File: config.mk
export PLATFORM = sky130hd
export DESIGN_NAME = instruction_fetch_unit
export DESIGN_NICKNAME = d
export VERILOG_FILES = /design/src/rtl/instruction_fetch_unit.sv
export SDC_FILE = /design/constraint.sdc
export NUM_CORES = 1
export LEC_CHECK = 0
export CELL_PAD_IN_SITES_DETAIL_PLACEMENT = 0
export CELL_PAD_IN_SITES_GLOBAL_PLACEMENT = 1
export CORE_AREA = 2 2 114 116
export DETAILED_ROUTE_END_ITERATION = 7
export DIE_AREA = 0 0 116 118
export DONT_BUFFER_PORTS = 1
export PLACE_DENSITY = 0.93
export SLEW_MARGIN = 20
export SYNTH_ARGS = -nofsm -noshare
export SYNTH_HDL_FRONTEND = slang
export SYNTH_SLANG_ARGS = --single-unit
File: constraint.sdc
create_clock -name clk -period 3.7 [get_ports clk]
set_input_delay 0.555 -clock clk [delete_from_list [all_inputs] [get_ports clk]]
set_output_delay 0.555 -clock clk [all_outputs]
set_load 0.02 [all_outputs]
File: src/rtl/instruction_fetch_unit.sv
// Instruction fetch unit: owns the PC, drives the instruction ROM address and registers the IF/ID stage.
// Optional performance counters are built when FETCH_PERF_EN is defined.

// state   | meaning
// RUN     | fetching, honouring branch / end-of-image / stall in that priority
// HALTED  | PC reached END_ADDR; everything frozen until reset
module instruction_fetch_unit #(
  parameter logic [31:0] RESET_VECTOR = 32'h0000_0000,
  parameter logic [31:0] END_ADDR     = 32'd64
`ifdef FETCH_PERF_EN
  , parameter int CNT_W = 16
`endif
) (
  input  logic        clk,
  input  logic        reset_n,
  input  logic        stall,
  input  logic        branch_taken,
  input  logic [31:0] branch_target,
  output logic [31:0] imem_addr,
  input  logic [31:0] imem_data,
  output logic [31:0] if_id_instr,
  output logic [31:0] if_id_pc,
  output logic [31:0] if_id_pc_plus8,
  output logic        if_id_valid,
  output logic        halted
`ifdef FETCH_PERF_EN
  , output logic [CNT_W-1:0] fetch_count
  , output logic [CNT_W-1:0] flush_count
`endif
);

  typedef enum logic {RUN, HALTED} state_t;

  state_t      state, state_nxt;
  logic [31:0] pc, pc_nxt;
  logic [31:0] instr_nxt, ipc_nxt, ip8_nxt;
  logic        valid_nxt;
  logic        do_fetch, do_flush;

  assign imem_addr = pc;
  assign halted    = (state == HALTED);

  always_ff @(posedge clk or negedge reset_n) begin
    if (!reset_n) begin
      state          <= RUN;
      pc             <= RESET_VECTOR;
      if_id_instr    <= 32'h0;
      if_id_pc       <= 32'h0;
      if_id_pc_plus8 <= 32'd8;
      if_id_valid    <= 1'b0;
    end else begin
      state          <= state_nxt;
      pc             <= pc_nxt;
      if_id_instr    <= instr_nxt;
      if_id_pc       <= ipc_nxt;
      if_id_pc_plus8 <= ip8_nxt;
      if_id_valid    <= valid_nxt;
    end
  end

  always_comb begin
    state_nxt = state;
    pc_nxt    = pc;
    instr_nxt = if_id_instr;
    ipc_nxt   = if_id_pc;
    ip8_nxt   = if_id_pc_plus8;
    valid_nxt = if_id_valid;
    do_fetch  = 1'b0;
    do_flush  = 1'b0;
    case (state)
      RUN: begin
        if (branch_taken) begin
          // Masking instead of slicing keeps every target bit in use; low bits are forced to zero.
          pc_nxt    = branch_target & 32'hFFFF_FFFC;
          instr_nxt = 32'h0;
          valid_nxt = 1'b0;
          do_flush  = 1'b1;
        end else if (pc == END_ADDR) begin
          state_nxt = HALTED;
          instr_nxt = 32'h0;
          valid_nxt = 1'b0;
        end else if (!stall) begin
          instr_nxt = imem_data;
          ipc_nxt   = pc;
          ip8_nxt   = pc + 32'd8;
          valid_nxt = 1'b1;
          pc_nxt    = pc + 32'd4;
          do_fetch  = 1'b1;
        end
      end
      HALTED: begin
        valid_nxt = 1'b0;
      end
      default: begin
        state_nxt = RUN;
      end
    endcase
  end

`ifdef FETCH_PERF_EN
  localparam logic [CNT_W-1:0] CNT_ONE = {{(CNT_W-1){1'b0}}, 1'b1};

  // Counters saturate at all-ones rather than wrapping.
  always_ff @(posedge clk or negedge reset_n) begin
    if (!reset_n) begin
      fetch_count <= '0;
      flush_count <= '0;
    end else begin
      if (do_fetch && (fetch_count != {CNT_W{1'b1}})) fetch_count <= fetch_count + CNT_ONE;
      if (do_flush && (flush_count != {CNT_W{1'b1}})) flush_count <= flush_count + CNT_ONE;
    end
  end
`endif

endmodule

* After elaboration in Yosys (flattened, before gate mapping) *
Index checks and enable logic that the tools add are counted.

operators by class
  multiplexer cells = 13
  equality and inequality tests = 5
  reduce and logical (&&, ||, !) cells = 3
  $add $sub $neg = 2
  bitwise gates (word level) = 4

operators with widths
  kind                   count
  $mux 32                6
  $add 32x3->32 const B  1
  $add 32x4->32 const B  1
  $eq 32x7->1 const B    1
  $mux 1                 6
  $ne 4x4->1 const B     1
  $not 1->1              4
  $reduce_and 4->1       1
  $ne 3x1->1 const B     1
  $reduce_and 3->1       1
  $ne 2x1->1 const B     1
  $ne 2x2->1 const B     1
  $pmux 1 s2             1
  $reduce_and 2->1       1

word-level totals
  flip-flop bits (word level) = 130
  output and inout bits = 130
  bits of input ports = 68

* Logic depth before layout (Yosys ltp) *
  word-level depth = 4
  gate-level depth with buffers = 11

* Worst setup path after synthesis *
Ideal clock, no wire load.

  path kind = reg2reg
  start = register pc[2], in the netlist imem_addr[2]
  end = register pc[27], in the netlist imem_addr[27]
  stages on the path, launching flop included = 11
  data arrival time = 2.113 ns
  clock period less this slack = 2.248 ns
  path buffers = 3
  library setup time = 0.135 ns
  setup slack = 1.452 ns
  cell sequence = dfrtp_1 clkbuf_1 inv_1 ha_1 nor4b_1 and4_1 buf_4 a21o_1 buf_2 o311ai_0 o21ai_1

between the ends
  cells in the longest elaborated chain, start to end = 4
  elaborated cells between the ends (all ways) = 7
  those cells by class = add/sub: 1; eq/ne: 2; mux: 3; reduce/logical: 1

RTL lines
  element                   line  source
  start: declaration        35    logic [31:0] pc, pc_nxt;
  start signal: assignment  53    pc <= pc_nxt;
  $add 32x3->32             87    pc_nxt = pc + 32'd4;
  $mux 32                   82    end else if (!stall) begin
  $mux 32                   78    end else if (pc == END_ADDR) begin
  $mux 32                   72    if (branch_taken) begin

Several ways; a longest one is shown, not always the timed one. The select of a mux whose other input is x is not followed.
A chain may end at the register's enable or synchronous reset.

* Worst setup path after layout *
  start = register pc[3], in the netlist imem_addr[3]
  end = register pc[4], in the netlist imem_addr[4]

Same word-level chain as after synthesis.

==> impl_metrics.tcl <==
set metrics [dict create \
    ys_types 70 \
    async_reset_ff_share_pct 100 \
    wl_mm 17.2 \
    cts-buffers-inserted 17 \
    clock_path_buffers 2 \
    utilization_pct 53.3 \
    rsz0062_at_grt "no" \
    fin_tns_setup_ns 0 \
    fp.dieH_um 118 \
    fmax_mhz 379 \
    maxCapViolCount 0 \
    run_status "finished clean" \
    portBuffers 0 \
    clk_latency_ns 0.41 \
    synthFlopType "dfrtp_1" \
    power_density_mw_per_mm2 624 \
    fin_nets 672 \
    grt_max_degree 124 \
    vias 4816 \
    skew_ns 0.00844 \
    die_w_um 116 \
    drc_errors 0 \
    required_ns 4.00 \
    n_antenna_cell 0 \
    viasPerCell 6.14 \
    p_leak_nw 2.86 \
    ys_ff_latch 123 \
    grt_pass1_wl_mm 26.8 \
    seqPwrFrac_pct 50.4 \
    netlist_instances 634 \
    syn_area_sq_mm 0.00620 \
    dpl_cell_area_sq_mm 0.00600 \
    cts_root_buf "clkbuf_16" \
    tightest_slew_ns 0.825 \
    cts_sinks 123 \
    drt_first_pass_iters 5 \
    grt_usage_pct 25.7 \
    combPwrFrac_pct 10.5 \
    maxSlewViolCount 0 \
    layout_commonest_cell "nand2_1" \
    slew_headroom_pct 44.5 \
    synth_edf_count 0 \
    fin_crit_sh_pct 71.3 \
    intPower_w 0.00274 \
    nFillCells 1123 \
    setup_violations 0 \
    design_area_sq_mm 0.00661 \
    die-area_sq_mm 0.0137 \
    cts_setup_buffers 0 \
    place.detailed.hpwl_mm 12.0 \
    critPathKind "flop to flop" \
    pwr-share-clk_pct 39.1 \
    hold_class "input port to async pin" \
    grt_pass1_vias 4751 \
    seq_area_frac_synth_pct 49.6 \
    h-tree-depth 4 \
    crit_path_end_kind "flop" \
    fp.coreArea_sq_mm 0.0124 \
    io-pin-count 198 \
    drt_iter0_markers 478 \
    finalHoldViolations 0 \
    switchingPower_w 0.00139 \
    cp.arrival_ns 2.93 \
    peakVddDrop_mv 0.267 \
    yosysWarningCount 0 \
    syn_area_per_cell_sq_um 9.79 \
    cp_max_fo 60 \
    cts_tree "done" \
    power_switching_share_pct 33.6 \
    drive_gt1_share_pct 10.4 \
    wire_per_inst_um 22.0 \
    antenna_found_initial 0 \
    ant_nets 0 \
    routabilityCongestion 0.862 \
    clkTransAtPathRegs_ns 0.06 \
    area_growth_pct 6.57 \
    start_util_pct 50.0 \
    overflow 0 \
    worstSetupStartpointType "flop" \
    layout_common_cells "140 x nand2_1, 122 x dfrtp_1, 38 x nor2_1, 36 x o21ai_0, 32 x a22o_1" \
    rows 41 \
    period_minus_slack_ns 2.64 \
]
-- final cells by class --
cell class                      count  area [sq um]  share of cell area, %
Sequential cell                   123          3080                   46.6
Inverter                            6          22.5                  0.341
Clock inverter                     11           121                   1.84
Multi-Input combinational cell    445          2640                   39.9
Timing Repair Buffer                8          80.1                   1.21
Tap cell                          172           215                   3.25
Clock buffer                       20           457                   6.91
-- metal layers --
| layer | vias to the layer above | global-route usage, % | share of wire (%) |
|---|---|---|---|
| li1 | 2149 | - | - |
| met1 | 2351 | 34.0 | 41 |
| met2 | 293 | 39.6 | 47 |
| met3 | 23 | 8.60 | 9.9 |
| met4 | 0 | 8.33 | 2.0 |
| met5 | - | 0 | 0 |
-- synthesized netlist by cell type (2+ instances only) --
| cell type | count | area, sq um |
|---|---|---|
| a21oi_2 | 2 | 17.5 |
| or4_1 | 3 | 22.5 |
| nor2b_1 | 3 | 18.8 |
| nor4b_1 | 2 | 17.5 |
| a311oi_1 | 4 | 35.0 |
| nor3_1 | 9 | 45.0 |
| clkbuf_1 | 14 | 52.6 |
| o22ai_1 | 4 | 25.0 |
| o211ai_1 | 9 | 67.6 |
| and2_1 | 4 | 25.0 |
| nor2_1 | 38 | 143 |
| nand4_2 | 3 | 37.5 |
| or3_1 | 9 | 56.3 |
| a211oi_1 | 5 | 37.5 |
| a22oi_1 | 3 | 22.5 |
| dfrtp_1 | 122 | 3050 |
| nand3_1 | 19 | 95.1 |
| buf_2 | 15 | 75.1 |
| and4_1 | 4 | 35.0 |
| a21oi_1 | 5 | 25.0 |
| nor4_1 | 7 | 43.8 |
| ha_1 | 3 | 37.5 |
| nand4_1 | 17 | 106 |
| inv_1 | 6 | 22.5 |
| clkbuf_8 | 11 | 151 |
| and3_1 | 5 | 31.3 |
| nand2_1 | 140 | 526 |
| o21ai_0 | 36 | 180 |
| buf_4 | 18 | 135 |
| a22o_1 | 32 | 280 |
| o311ai_0 | 5 | 43.8 |
| buf_6 | 6 | 67.6 |
| nor4_2 | 3 | 37.5 |
| xnor2_1 | 12 | 105 |
| nor3b_1 | 3 | 22.5 |
| o21ai_1 | 3 | 15.0 |
| xor2_1 | 14 | 123 |
| a21o_1 | 3 | 22.5 |
| a32oi_1 | 2 | 17.5 |
-- worst max-delay path, cell delays in order, from the launching register on --
cell and delay, ns:
dfrtp_1 0.54, inv_1 0.18, ha_1 0.15, nor4b_1 0.25, and4_1 0.44, a21oi_4 0.09, buf_4 0.32, a32o_1 0.34
a31o_2 0.20
-- power groups by stage --
stage | clock [W] | sequential, W | combinational (W)
final | 0.00161 | 0.00208 | 0.000431
after global routing | 0.00171 | 0.00211 | 0.000490
after CTS | 0.00164 | 0.00208 | 0.000432
after detailed placement | 0 | 0.00210 | 0.000401
after global placement | 0 | 0.00209 | 0.000381
after floorplan | 0 | 0.00194 | 0.000456
-- stage by stage --
stage,total power [W],setup slack [ns],hold slack (ns),cells
2_1_floorplan,0.00240,1.45,0.259,639
3_3_place_gp,0.00247,1.13,0.262,753
3_5_place_dp,0.00250,1.10,0.263,753
4_1_cts,0.00414,1.08,0.139,785
5_1_grt,0.00431,0.920,0.0769,785
6_report,0.00412,1.06,0.0494,785
-- registers in the layout, summed over array words and instances, names as in the netlist --
register        count
if_id_pc           30
if_id_instr        32
if_id_valid         1
halted              1
imem_addr          30
if_id_pc_plus8     29
-- cells by family (layout without fill, tap and decap cells) --
group	Yosys count	after routing	synth area share [%]
other cells	1	6	0.0604
fa+ha+maj	3	3	0.605
xor+xnor	26	26	3.67
flops	123	123	49.6
buf+inv	71	45	8.43
compound gates	126	126	14.7
simple gates	284	284	22.9
-- path summary, 6_finish.rpt --
check                                   from           endpoint  slack (ns)  depth (start not counted)
max in group asynchronous            reset_n       if_id_pc[28]        3.09                          1
max reg2reg                     imem_addr[3]       imem_addr[4]        1.06                          8
min in group clk                branch_taken             halted        0.24                          1
max                             imem_addr[3]       imem_addr[4]        1.06                          8
min                                  reset_n  if_id_pc_plus8[5]        0.05                          1
min reg2reg                if_id_pc_plus8[3]  if_id_pc_plus8[3]        0.54                          2
-- what timing repair did --
item / CTS / global route
hold endpoints to repair: 123 / 0
hold buffers: 1 / 0
gates resized for setup: 0 / 0
(Power assumes the default switching activity.)
